**config.mk**
```make
export PLATFORM = sky130hd
export DESIGN_NAME = top_tx
export DESIGN_NICKNAME = d
export VERILOG_FILES = /design/src/rtl/top_tx_pkg.sv /design/src/rtl/tx_serializer.sv /design/src/rtl/top_tx.sv
export SDC_FILE = /design/constraint.sdc
export NUM_CORES = 1
export LEC_CHECK = 0
export ABC_AREA = 1
export CORE_MARGIN = 2
export CORE_UTILIZATION = 40
export CTS_CLUSTER_DIAMETER = 80
export CTS_CLUSTER_SIZE = 14
export DETAILED_ROUTE_END_ITERATION = 8
export DONT_BUFFER_PORTS = 1
export PLACE_DENSITY = 0.56
export SETUP_SLACK_MARGIN = 0.5
export SLEW_MARGIN = 20
export SYNTH_ARGS = -nofsm -noshare
export SYNTH_HDL_FRONTEND = slang
export SYNTH_HIERARCHICAL = 1
export SYNTH_SLANG_ARGS = --single-unit
```
**constraint.sdc**
```tcl
create_clock -name clk -period 2.45 [get_ports clk]
set_input_delay 0.245 -clock clk [delete_from_list [all_inputs] [get_ports clk]]
set_output_delay 0.245 -clock clk [all_outputs]
set_load 0.1 [all_outputs]
```
**src/rtl/top_tx_pkg.sv**
```systemverilog
// Shared UART definitions: FSM state encoding, parity selection and line-level bit constants.
package top_tx_pkg;

  typedef enum logic [2:0] {
    IDLE   = 3'd0,
    START  = 3'd1,
    DATA   = 3'd2,
    PARITY = 3'd3,
    STOP   = 3'd4
  } tx_state_e;

  localparam logic PAR_EVEN  = 1'b0;
  localparam logic PAR_ODD   = 1'b1;
  localparam logic START_BIT = 1'b0;
  localparam logic STOP_BIT  = 1'b1;

  // Parity bit from the XOR-reduction of the data and the requested parity type.
  function automatic logic par_bit(input logic data_xor, input logic par_typ);
    return (par_typ == PAR_ODD) ? ~data_xor : data_xor;
  endfunction

endpackage

```
**src/rtl/tx_serializer.sv**
```systemverilog
// Frame data register and bit counter: holds the accepted word and selects the current
// data bit, LSB first, while the transmitter sits in its DATA state.
module tx_serializer
  import top_tx_pkg::*;
#(
  parameter int unsigned DATA_WIDTH = 8
) (
  input  logic                  i_clk,
  input  logic                  i_rst_n,
  input  logic                  i_load,
  input  logic [DATA_WIDTH-1:0] i_data,
  input  logic                  i_clear,
  input  logic                  i_advance,
  output logic                  o_ser_data,
  output logic                  o_ser_done
);

  localparam int unsigned CNT_W = (DATA_WIDTH > 1) ? $clog2(DATA_WIDTH) : 1;
  localparam logic [CNT_W-1:0] LAST_IDX = CNT_W'(DATA_WIDTH - 1);

  logic [DATA_WIDTH-1:0] r_data;
  logic [CNT_W-1:0]      r_cnt;

  // Counter is cleared the cycle before DATA and saturates on the last bit.
  always_ff @(posedge i_clk or negedge i_rst_n) begin
    if (!i_rst_n) begin
      r_data <= '0;
      r_cnt  <= '0;
    end else begin
      if (i_load) begin
        r_data <= i_data;
      end
      if (i_clear) begin
        r_cnt <= '0;
      end else if (i_advance && (r_cnt != LAST_IDX)) begin
        r_cnt <= r_cnt + CNT_W'(1);
      end
    end
  end

  assign o_ser_data = r_data[r_cnt];
  assign o_ser_done = (r_cnt == LAST_IDX);

endmodule

```
**src/rtl/top_tx.sv**
```systemverilog
// UART transmit top: accepts a parallel word and emits start, data (LSB first),
// optional parity and stop bits at one bit per clock on an idle-high line.
module top_tx
  import top_tx_pkg::*;
#(
  parameter int unsigned DATA_WIDTH = 8
) (
  input  logic                  clk,
  input  logic                  rst,
  input  logic [DATA_WIDTH-1:0] p_data,
  input  logic                  data_valid,
  input  logic                  PAR_en,
  input  logic                  PAR_typ,
  output logic                  tx_out,
  output logic                  busy
);

  tx_state_e r_state;
  logic      r_par_en;
  logic      r_par_bit;

  logic w_accept;
  logic w_in_start;
  logic w_in_data;
  logic w_ser_data;
  logic w_ser_done;

  // New frames are taken only when idle or while the current stop bit is out.
  assign w_accept   = data_valid && ((r_state == IDLE) || (r_state == STOP));
  assign w_in_start = (r_state == START);
  assign w_in_data  = (r_state == DATA);

  tx_serializer #(
    .DATA_WIDTH (DATA_WIDTH)
  ) u_ser (
    .i_clk      (clk),
    .i_rst_n    (rst),
    .i_load     (w_accept),
    .i_data     (p_data),
    .i_clear    (w_in_start),
    .i_advance  (w_in_data),
    .o_ser_data (w_ser_data),
    .o_ser_done (w_ser_done)
  );

  // Line outputs are registered from the current state, so they trail the state by one cycle.
  always_ff @(posedge clk or negedge rst) begin
    if (!rst) begin
      r_state   <= IDLE;
      r_par_en  <= 1'b0;
      r_par_bit <= 1'b0;
      tx_out    <= STOP_BIT;
      busy      <= 1'b0;
    end else begin
      busy <= (r_state != IDLE);
      unique case (r_state)
        IDLE: begin
          tx_out <= STOP_BIT;
          if (w_accept) begin
            r_state <= START;
          end
        end
        START: begin
          tx_out  <= START_BIT;
          r_state <= DATA;
        end
        DATA: begin
          tx_out <= w_ser_data;
          if (w_ser_done) begin
            r_state <= r_par_en ? PARITY : STOP;
          end
        end
        PARITY: begin
          tx_out  <= r_par_bit;
          r_state <= STOP;
        end
        STOP: begin
          tx_out  <= STOP_BIT;
          r_state <= w_accept ? START : IDLE;
        end
        default: begin
          tx_out  <= STOP_BIT;
          r_state <= IDLE;
        end
      endcase
      if (w_accept) begin
        r_par_en  <= PAR_en;
        r_par_bit <= par_bit(^p_data, PAR_typ);
      end
    end
  end

endmodule

```
==> summary by stage <==
Run status
The run finished with clean final reports.

Logic synthesis
By count the netlist is led by 39 x sky130_fd_sc_hd__nand2_1, 23 x sky130_fd_sc_hd__inv_1, 17 x sky130_fd_sc_hd__dfrtp_1. Among all flip-flop cells after synthesis, the most frequent one is sky130_fd_sc_hd__dfrtp_1. The biggest area contributor in the post-synthesis netlist is sky130_fd_sc_hd__dfrtp_1. The Yosys step of the flow raised 6 warnings.

The number of nets in the synthesized netlist is between 100 and 150. Sorting the synthesized cells by area gives the leading types as sky130_fd_sc_hd__dfrtp_1 44%, sky130_fd_sc_hd__nand2_1 15%, sky130_fd_sc_hd__inv_1 8.9%. Of the total synthesized cell area, the portion taken by full adders, half adders and majority gates is between 2 and 3%. The combinational family with the most area after synthesis is simple AND/OR/NAND/NOR gates. Synthesis handed over a netlist of 131 instances. Summing the areas of all and, or, nand and nor instances in the mapped netlist gives a little over a quarter of the synthesized area.

The number of flops mapped to enable cells by yosys is 0. In this run, distinct cell masters in the synthesized netlist total 20. The cell area after synthesis is 968 sq um. After synthesis, the largest area contributor takes up 43.9% of total cell area. The average cell area after synthesis is between 7 and 8 sq um.

Sequential cells were found to cover a little under half of the synthesized design area. After synthesis the netlist holds a flip-flop and latch count of 18. The synthesized netlist devotes 10.3% of its cell area to compound gates. Summing the areas of all xor and xnor instances in the mapped netlist gives 3.62% of the synthesized area. The share of synthesized area spent on multiplexers is 0%.

Of all flip-flops after synthesis, the portion carrying an async set or reset was 100%. The most common cell in the netlist is sky130_fd_sc_hd__nand2_1.

Worst setup path
The slowest stage of the critical path is the sky130_fd_sc_hd__dfrtp_1 cell. The critical path class is reg -> reg. The endpoint required time on the critical path is 2.62 ns. In this run the critical register-to-register path is captured at u_ser/r_cnt[2]. STA puts the critical path data arrival time at 1.63 ns. The beginning of the worst register-to-register path is u_ser/r_cnt[0].

The register-to-register setup slack is 0.98 ns. The critical path launch point type is a register. The kind of end point of the critical path is a register. In this run the worst path has a maximum fanout of 6.

In this design, the stage delay of the slowest critical-path cell is 0.47 ns. The kind of cell with the highest combined delay along the critical path is flip-flops. For the worst flop-to-flop path, the logic depth is 4. Walking the worst path, the cells encountered are ha_1, ha_1, o21ai_0, o21ai_0.

Together, buffers and inverters on the worst path number 0.

STA
Headroom to the max-slew limit came out at 42.7%. Of the available clock period, the critical path in the final layout requires between 50% and 60%. The smallest clock period supported by the final layout is computed as 1.47 ns. Setup violations remaining at the end of the flow were counted as 0. The accumulated negative setup slack is 0 ns. For the pin with the worst max-slew slack, the measured transition is roughly 0.86 ns. Across the routed clock network, the largest skew measured is 0.00275 ns. For this run, the top clock speed supported by timing is 682 MHz. The count of endpoints failing hold in the final timing report is 0.

The max-slew violation total from the final report is 0. Setup repair after global routing left no endpoint under its margin.

Place
The congestion estimate from routability-driven global placement came to 0.889. During placement, the flow inserted port buffers numbering 0. The HPWL after detailed placement is between 1 and 1.5 mm.

GRT
The first-pass GRT wire length is 3.19 mm. The global routing usage summed across all routing layers is 15.9%. In this run the most used layer during global routing was met2.

For this run, global-route usage on met1 was measured as 22.7%. The overall overflow remaining after global route is 0. The number of global-route vias before repair is 731.

The initial antenna violation count is 0. The met2 capacity usage during global routing is 23.0%. The global-route track usage on met3 is under 10%. The maximum number of pins on one net before global-route repair is 21.

Clocking
The number of buffers added for setup after CTS is 0. TritonCTS built the clock tree. The maximum level of the CTS H-tree is 1. The master cell of the clock root buffer is sky130_fd_sc_hd__clkbuf_4. The number of sinks driven by the clock tree is 18. The number of clock buffers inserted by TritonCTS is 3. The clock-pin slew on the worst setup and hold paths is 0.10 ns. The clock network latency to the later pin of the worst-skew pair is roughly 0.28 ns. The clock passes through at most 2 buffers.

Die
The floorplan step set the die height to 53.2 microns. The placeable core region is 0.00225 sq mm. The chip width is 53.2 microns. The die covers 0.00283 sq mm. The initialized floorplan defines 17 standard-cell rows. In this run the count of I/O pins placed on the die edge is 15.

Once the floorplan was initialized, standard cells occupied 43.0% of the core.

Power and ir drop
The fraction of power consumed by sequential logic is roughly 50%. In this run the static leakage power is 0.555 nW. The share of total power dissipated in combinational logic is 35.2%. VDD sags by at most 0.567 mV.

In this run switching power makes up 45.5% of total power. The total power is about 1.2 mW. The switching power is 0.566 mW. The power per cell area is 1190 mW/mm^2. Cell internal power was estimated by the tool at 0.677 mW. The clock network accounts for 14.4% of the total power.

Detailed routing
After detailed routing, the average wire length per cell comes to 10.9 microns. For this run, design rule violations remaining after detail routing come to 0. The number of routed nets with antenna violations is 0. The first routing iteration left 9 violations. The detailed router placed 765 vias in this run.

The number of vias per cell after detailed routing is 4.69. The final layout contains routed wiring with a total length of 1.77 mm. The first detailed-routing pass took 4 iterations.

Flow run
The tool flagged a number of max-cap violations equal to 0.

Cells and area
Relative to the synthesized area, the layout overhead comes to 7.62%. Cells with a size suffix above 1 make up roughly 7.4% of the layout. The antenna diode instance count is 0. After the last flow step, the layout net total stands at 151.

Worst hold path
The worst hold path class is in -> reg. The number of instances on the worst hold path is 2. The destination of the worst hold path is u_ser/r_data[2]. In this run the most critical hold path is launched from p_data[2].
worst max path at each step:
stage / startpoint / end / cells past startpoint
final: u_ser/r_cnt[0] / u_ser/r_cnt[2] / 4
after global routing: r_state[1] / r_state[0] / 5
after CTS: u_ser/r_cnt[0] / u_ser/r_cnt[2] / 4
after detailed placement: u_ser/r_cnt[0] / u_ser/r_cnt[2] / 4
after global placement: u_ser/r_cnt[0] / r_state[1] / 5
after floorplan: u_ser/r_cnt[0] / r_state[1] / 5
registers in the layout, summed over array words and instances (netlist names):
signal / cells
r_par_bit: 1
u_ser/r_data: 8
r_state: 3
busy: 1
tx_out: 1
r_par_en: 1
u_ser/r_cnt: 3
layout make-up:
cell class                      instances  area [sq um]
Fill cell                             246          1210
Inverter                               25          93.8
Tap cell                               28          35.0
Multi-Input combinational cell         87           415
Clock buffer                            4          36.3
Sequential cell                        18           452
Timing Repair Buffer                    1          10.0
cells by family (layout without fill, tap and decap cells):
group,after synthesis,in the layout
buffers and inverters,26,30
AOI/OAI and AO/OA,19,19
adders and majority gates,2,2
xor gates and xnor gates,4,4
and+or+nand+nor,62,62
DFF,18,18
metrics by stage:
stage	cells	hold WS (ns)	util (%)	cell area [sq um]	setup slack, ns
global route	163	0.0612	46.2	1040	0.854
CTS	163	0.0604	46.2	1040	0.973
floorplan	131	-0.0506	-	968	1.14
finish	163	0.0758	46.2	1040	0.984
detailed placement	158	-0.0499	44.2	996	0.984
global placement	158	-0.0500	44.2	996	1.04
what timing repair did:
item | CTS | global route
resized for setup | 0 | 0
endpoints found under the hold margin | 18 | 0
hold buffers | 1 | 0
power groups by stage:
stage                     Combinational (mW)  Sequential, mW  Clock, mW
final                                  0.438           0.626      0.180
after global placement                 0.427           0.628          0
after floorplan                        0.357           0.616          0
after CTS                              0.445           0.626      0.190
after global routing                   0.526           0.644      0.205
after detailed placement               0.436           0.632          0
placed cells by master, fill, tap and decap left out, types with 2 or more instances in the layout:
cell                       Yosys  layout
sky130_fd_sc_hd__a21oi_1       2       2
sky130_fd_sc_hd__clkbuf_4      0       3
sky130_fd_sc_hd__dfrtp_1      17      17
sky130_fd_sc_hd__ha_1          2       2
sky130_fd_sc_hd__inv_1        23      23
sky130_fd_sc_hd__inv_2         2       2
sky130_fd_sc_hd__nand2_1      39      39
sky130_fd_sc_hd__nand3_1      11      11
sky130_fd_sc_hd__nor2_1        8       8
sky130_fd_sc_hd__o21ai_0      14      14
sky130_fd_sc_hd__xnor2_1       2       2
sky130_fd_sc_hd__xor2_1        2       2
per-layer routing:
| layer | vias up | share of wire (%) |
|---|---|---|
| met5 | - | 0 |
| met4 | 0 | 0.96 |
| met3 | 2 | 3.0 |
| met2 | 12 | 45 |
| met1 | 338 | 51 |
| li1 | 413 | - |
No activity file was read; power rests on OpenSTA's default activity.
